===== src/rtl/motor_profile_ctrl.sv =====
// Single-axis step/direction engine. Period words stream into a one-entry prefetch buffer
// and drive accel/cruise/decel or uniform step profiles, with hold, abort and underrun flagging.
module motor_profile_ctrl #(
    parameter int STEP_W  = 32,
    parameter int PER_W   = 32,
    parameter int PHASE_W = 16,
    parameter int POS_W   = 32
) (
    input  logic                    clk,
    input  logic                    rst,
    input  logic                    start,
    input  logic                    abort,
    input  logic                    hold,
    input  logic [1:0]              pul_mode,
    input  logic [STEP_W-1:0]       step,
    input  logic [PHASE_W-1:0]      accel_end,
    input  logic [PHASE_W-1:0]      decel_begin,
    input  logic                    pul_dir,
    input  logic                    pos_clr,
    input  logic [PER_W-1:0]        per_data,
    input  logic                    per_valid,
    output logic                    per_ready,
    output logic                    pul_out,
    output logic                    dir_out,
    output logic                    busy,
    output logic                    done,
    output logic                    underrun,
    output logic [STEP_W-1:0]       step_cnt,
    output logic signed [POS_W-1:0] step_pos,
    output logic [PER_W-1:0]        cur_period
);
    localparam int CW = ((STEP_W > PHASE_W) ? STEP_W : PHASE_W) + 1;

    typedef enum logic [2:0] {S_IDLE, S_PRIME, S_RUN, S_HOLD, S_STALL} state_t;
    state_t state, state_nx;

    logic [STEP_W-1:0]  n_lat, fetch_total, fetch_cnt, next_k;
    logic [PHASE_W-1:0] a_eff, d_lat, a_in;
    logic [PER_W-1:0]   buf_data, period_cnt;
    logic               uni_lat, buf_vld;
    logic               start_ok, at_end, last_step, fresh, decide, consume, to_stall, xfer;

    function automatic logic [PER_W-1:0] clamp_period(input logic [PER_W-1:0] w);
        return (w < PER_W'(2)) ? PER_W'(2) : w;
    endfunction

    function automatic logic needs_fresh(input logic uni, input logic [STEP_W-1:0] k,
                                         input logic [PHASE_W-1:0] a, input logic [PHASE_W-1:0] d);
        if (uni) return (k == '0);
        return (CW'(k) < CW'(a)) || (CW'(k) >= CW'(d));
    endfunction

    // Number of period words the whole motion will pull from the stream.
    function automatic logic [STEP_W-1:0] fetch_need(input logic uni, input logic [STEP_W-1:0] n,
                                                     input logic [PHASE_W-1:0] a, input logic [PHASE_W-1:0] d);
        logic [CW-1:0] nn, aa, dd, amin, dmin;
        nn   = CW'(n);
        aa   = CW'(a);
        dd   = CW'(d);
        amin = (aa < nn) ? aa : nn;
        dmin = (dd < nn) ? dd : nn;
        if (uni) return STEP_W'(1);
        if (aa >= dd) return n;
        return STEP_W'(amin + nn - dmin);
    endfunction

    assign a_in      = (accel_end == '0) ? PHASE_W'(1) : accel_end;
    assign start_ok  = start && (step != '0) && (pul_mode == 2'b01 || pul_mode == 2'b10);
    assign at_end    = (state == S_RUN) && (period_cnt == cur_period - PER_W'(1));
    assign last_step = (step_cnt + STEP_W'(1)) == n_lat;
    assign next_k    = (state == S_RUN) ? step_cnt + STEP_W'(1) : step_cnt;
    assign fresh     = needs_fresh(uni_lat, next_k, a_eff, d_lat);
    assign decide    = (at_end && !last_step && !hold) || (state == S_HOLD && !hold);
    assign to_stall  = decide && fresh && !buf_vld;
    assign consume   = buf_vld && (state == S_PRIME || state == S_STALL || (decide && fresh));
    assign xfer      = per_valid && per_ready;

    always_ff @(posedge clk) begin
        if (rst) state <= S_IDLE;
        else     state <= state_nx;
    end

    always_comb begin
        state_nx = state;
        if (abort && state != S_IDLE) begin
            state_nx = S_IDLE;
        end else begin
            case (state)
                S_IDLE:  if (start_ok) state_nx = S_PRIME;
                S_PRIME: if (buf_vld) state_nx = S_RUN;
                S_RUN: begin
                    if (at_end) begin
                        if (last_step)     state_nx = S_IDLE;
                        else if (hold)     state_nx = S_HOLD;
                        else if (to_stall) state_nx = S_STALL;
                        else               state_nx = S_RUN;
                    end
                end
                S_HOLD:  if (!hold) state_nx = to_stall ? S_STALL : S_RUN;
                S_STALL: if (buf_vld) state_nx = S_RUN;
                default: state_nx = S_IDLE;
            endcase
        end
    end

    always_comb begin
        busy      = (state != S_IDLE);
        per_ready = (state != S_IDLE) && !buf_vld && (fetch_cnt < fetch_total);
        pul_out   = (state == S_RUN) && (period_cnt < (cur_period >> 1));
    end

    always_ff @(posedge clk) begin
        if (rst) begin
            done        <= 1'b0;
            underrun    <= 1'b0;
            dir_out     <= 1'b0;
            step_cnt    <= '0;
            step_pos    <= '0;
            cur_period  <= '0;
            period_cnt  <= '0;
            buf_vld     <= 1'b0;
            fetch_cnt   <= '0;
            fetch_total <= '0;
            n_lat       <= '0;
            uni_lat     <= 1'b0;
            a_eff       <= '0;
            d_lat       <= '0;
        end else begin
            done <= 1'b0;
            if (state == S_IDLE && start_ok) begin
                n_lat       <= step;
                uni_lat     <= (pul_mode == 2'b10);
                dir_out     <= pul_dir;
                a_eff       <= a_in;
                d_lat       <= decel_begin;
                fetch_total <= fetch_need(pul_mode == 2'b10, step, a_in, decel_begin);
                fetch_cnt   <= '0;
                step_cnt    <= '0;
                underrun    <= 1'b0;
                buf_vld     <= 1'b0;
            end else if (abort && state != S_IDLE) begin
                buf_vld <= 1'b0;
            end else begin
                if (xfer) begin
                    buf_vld   <= 1'b1;
                    buf_data  <= per_data;
                    fetch_cnt <= fetch_cnt + STEP_W'(1);
                end else if (consume) begin
                    buf_vld <= 1'b0;
                end
                if (consume) begin
                    cur_period <= clamp_period(buf_data);
                    period_cnt <= '0;
                end else if (state == S_RUN) begin
                    period_cnt <= at_end ? '0 : period_cnt + PER_W'(1);
                end
                if (at_end) begin
                    step_cnt <= step_cnt + STEP_W'(1);
                    done     <= last_step;
                end
                if (to_stall) underrun <= 1'b1;
            end
            // A clear request beats the position update of a completing step.
            if (pos_clr)
                step_pos <= '0;
            else if (at_end && !abort)
                step_pos <= dir_out ? step_pos + POS_W'(1) : step_pos - POS_W'(1);
        end
    end
endmodule


===== config.mk =====
export PLATFORM = sky130hd
export DESIGN_NAME = motor_profile_ctrl
export DESIGN_NICKNAME = d
export VERILOG_FILES = /design/src/rtl/motor_profile_ctrl.sv
export SDC_FILE = /design/constraint.sdc
export NUM_CORES = 1
export LEC_CHECK = 0
export CORE_AREA = 4 4 244 246
export DETAILED_ROUTE_END_ITERATION = 8
export DIE_AREA = 0 0 248 250
export SETUP_SLACK_MARGIN = 0.5
export SLEW_MARGIN = 20
export SYNTH_ARGS = -nofsm -noshare
export SYNTH_HDL_FRONTEND = slang
export SYNTH_SLANG_ARGS = --single-unit

===== constraint.sdc =====
create_clock -name clk -period 8.95 [get_ports clk]
set_input_delay 1.3425 -clock clk [delete_from_list [all_inputs] [get_ports clk]]
set_output_delay 1.3425 -clock clk [all_outputs]
set_load 0.01 [all_outputs]

==> results.md <==
- Status: finished clean
- Reg clk slew, reported paths: roughly 0.06 ns
- Clk_skew: roughly 0.047 ns
- Detailed Route Iter0 Violations: approximately 1400
- Die footprint: 62000 µm²
- Crit path required time: about 9.4 ns
- Max-slew violations: 0
- Fillers: approximately 5600
- Routed vias/inst: 5.66
- Max Clk Rate: around 130 MHz
- Total gr overflow: 0
- Max-cap violations: 0
- Setup TNS: 0 ns
- Count leader, synth: nand2_1
- Top-area cell type share of the netlist area: 0.233
- Synthesized area: 22700 µm²
- PortBufs: 207
- I/O Pins: 208
- Syn avg cell area: around 8.0 µm²
- CP max FO: 16
- Multi-input logic area: about 15000 µm²
- Die H: between 200 and 300 µm
- Final hold slack: 0.457 ns
- CTS tree: yes
- Min cycle time layout: between 7 and 8 ns
- Share of cells above drive strength 1: 0.0577
- Clk buf depth: 3
- Crit path launch type: primary input
- Global-route wire length before repair: 114 mm
- Arrival time of the worst setup path: roughly 8.4 ns
- EDFF count, synth: 32
- Remaining antenna violation count: 0
- Worst min path class: register to register
- Crit. Startpoint: step[9]
- H-tree depth: 2
- Worst VDD drop: 0.134 mV
- Core Box Area: approximately 57000 µm²
- Worst-Margin Slew: roughly 1.0 ns
- Num CTS Buffers: 37
- Worst slack, placed: roughly 0.36 ns
- Vias: about 21000
- Initial core utilization: 0.396
- Startpoint of the lowest-slack hold path: d_lat[7]
- Crit-path max cell delay: about 0.66 ns
- Async S/R FF share, synth: 0
- DP Wirelength: ~55 mm
- Worst Setup End Kind: register
- Total power: ~4.4 mW
- Main synth FF type: dfxtp_1
- DRC viols: 0
- Final worst path period share: 0.887
- R2R Path Start: step_cnt[0]
- PnR worst setup slack: slightly above 1 ns
- # setup viols final: 0
- Clock Latency Late Sink: slightly below 0.6 ns
- RSZ-0062 raised after global routing: false
- Total track usage: 0.227
- Nets@finish: 3309
- Clk sink count: slightly below 300
- Vias in the first global route: 20400
- Slowest cell on crit path: clkdlybuf4s50_1
- Initial antenna violation count: 1
- Post-CTS Setup Repair Bufs: 0
- Synth cell count leaders: nand2_1 (333), dfxtp_1 (264), a21oi_1 (237)
- Layout overhead on the synthesized area: 17.4%
- Row count: between 80 and 90
- Post-synthesis sequential area ratio: 0.275
- FF+latch count, synth: 296
- Die W: 248 µm
- Netlist cell types: 95
- Final GP Congestion: 0.936
- Largest net degree at the start of global routing: between 90 and 100
- Routed wire per std cell: just under 20 µm
- Worst slew margin: 0.320
- Synth area leaders: dfxtp_1 (23%), ha_1 (12%), nand2_1 (5.5%), a21oi_1 (5.2%), edfxtp_1 (4.2%)
- P_leak: between 10 and 15 nW
- Critical path's top delay family: compound AO/OA/AOI/OAI gates
- Hold Buf Count CTS: 0
- Post-CTS Resized: 0
- Final Hold Viols: 0
- CP Class: primary input to register
- Cells after Synth: between 2000 and 3000
- First-pass detailed-route iteration total: 5
- ANT cells: 0
- CP Buf/Inv Count: 3
- Register area: about 6200 µm²
- Root Driver: clkbuf_16
- Synth Warn #: 0
- Cell Pwr Density: 166 nW/µm²
- Post-synth top area cell: dfxtp_1
- Routed wire length: approximately 73 mm
-- worst paths after layout --
path	cells after the start	end	slack (ns)
min reg2reg	2	d_lat[7]	0.46
max	27	fetch_total[30]	1.01
max reg2reg	17	period_cnt[23]	2.32
min	2	d_lat[7]	0.46
-- kinds of logic (layout without fill, tap and decap cells) --
logic type                 after synthesis  count (layout)  share of synthesized area
and+or+nand+nor                       1005            1005                      0.221
DFF                                    296             296                      0.275
xor gates and xnor gates               175             175                     0.0681
adders and majority gates              237             237                      0.136
buffers and inverters                  349             496                     0.0594
AOI/OAI and AO/OA                      691             691                      0.203
muxes                                   82              82                     0.0372
other                                    2              15                   0.000331
-- sequential cells by signal (all words and copies together) (netlist names), 16 cells and up --
register / count
buf_data: 32
cur_period: 32
fetch_cnt: 32
fetch_total: 32
n_lat: 32
period_cnt: 32
step_cnt: 32
step_pos: 32
a_eff: 16
d_lat: 16
-- worst min-delay path, stage by stage, from the launching register on --
cell	delay, ns
dfxtp_1	0.31
nand2_1	0.05
a21oi_1	0.05
-- routing by layer --
layer  GRT usage  part of all wire  up-vias
li1            -                 -    10400
met1       0.297              0.45    10200
met2       0.381              0.47      532
met3      0.0367             0.051      127
met4      0.0730             0.032        2
met5           0           0.00018        -
-- cell type report --
cell class,instances,area share
clock buffers,46,0.0371
multi-input cells,2205,0.570
well taps,765,0.0359
repair buffers,228,0.0843
inverters,200,0.0282
flip-flops and latches,296,0.234
clock inverters,22,0.00981
-- report_power, final --
group | switching [mW] | internal (mW) | total [mW]
clock network | 0.644 | 0.912 | 1.56
registers | 0.124 | 1.44 | 1.56
logic | 0.763 | 0.549 | 1.31
-- metrics by stage --
stage	utilization	cells	area, µm²
2_1_floorplan	-	2850	22700
3_3_place_gp	0.442	3692	25300
3_5_place_dp	0.442	3692	25300
4_1_cts	0.464	3760	26600
5_1_grt	0.465	3762	26600
6_report	0.465	3762	26600
-- placed cells by master, fill, tap and decap left out, types with 9 or more instances in the layout --
| master | netlist | layout |
|---|---|---|
| nor4_1 | 43 | 41 |
| ha_1 | 218 | 218 |
| inv_1 | 198 | 198 |
| clkdlybuf4s50_1 | 0 | 206 |
| nor2_1 | 188 | 185 |
| a31oi_1 | 10 | 10 |
| o21bai_1 | 14 | 14 |
| a2111oi_0 | 18 | 17 |
| o31ai_1 | 24 | 24 |
| a211oi_1 | 20 | 20 |
| a21oi_1 | 237 | 237 |
| or4_1 | 15 | 15 |
| nand2b_1 | 35 | 34 |
| dfxtp_1 | 264 | 264 |
| a32oi_1 | 9 | 9 |
| mux2i_1 | 63 | 63 |
| xnor2_1 | 105 | 105 |
| nand4_1 | 67 | 67 |
| and2_1 | 23 | 23 |
| edfxtp_1 | 32 | 32 |
| o21ai_0 | 108 | 108 |
| fa_1 | 17 | 17 |
| buf_4 | 4 | 20 |
| o2bb2a_1 | 24 | 24 |
| nor3_1 | 57 | 57 |
| xor2_1 | 69 | 69 |
| or2_2 | 29 | 29 |
| mux2_2 | 18 | 18 |
| o211ai_1 | 13 | 13 |
| a21o_1 | 72 | 72 |
| o22ai_1 | 26 | 26 |
| nor2b_1 | 25 | 25 |
| and3_1 | 25 | 24 |
| and4_1 | 17 | 17 |
| clkbuf_16 | 0 | 37 |
| nand2_1 | 333 | 333 |
| nand3_1 | 60 | 60 |
| conb_1 | 2 | 15 |
| or3_1 | 48 | 48 |
Power figures use the tool's default switching activity.
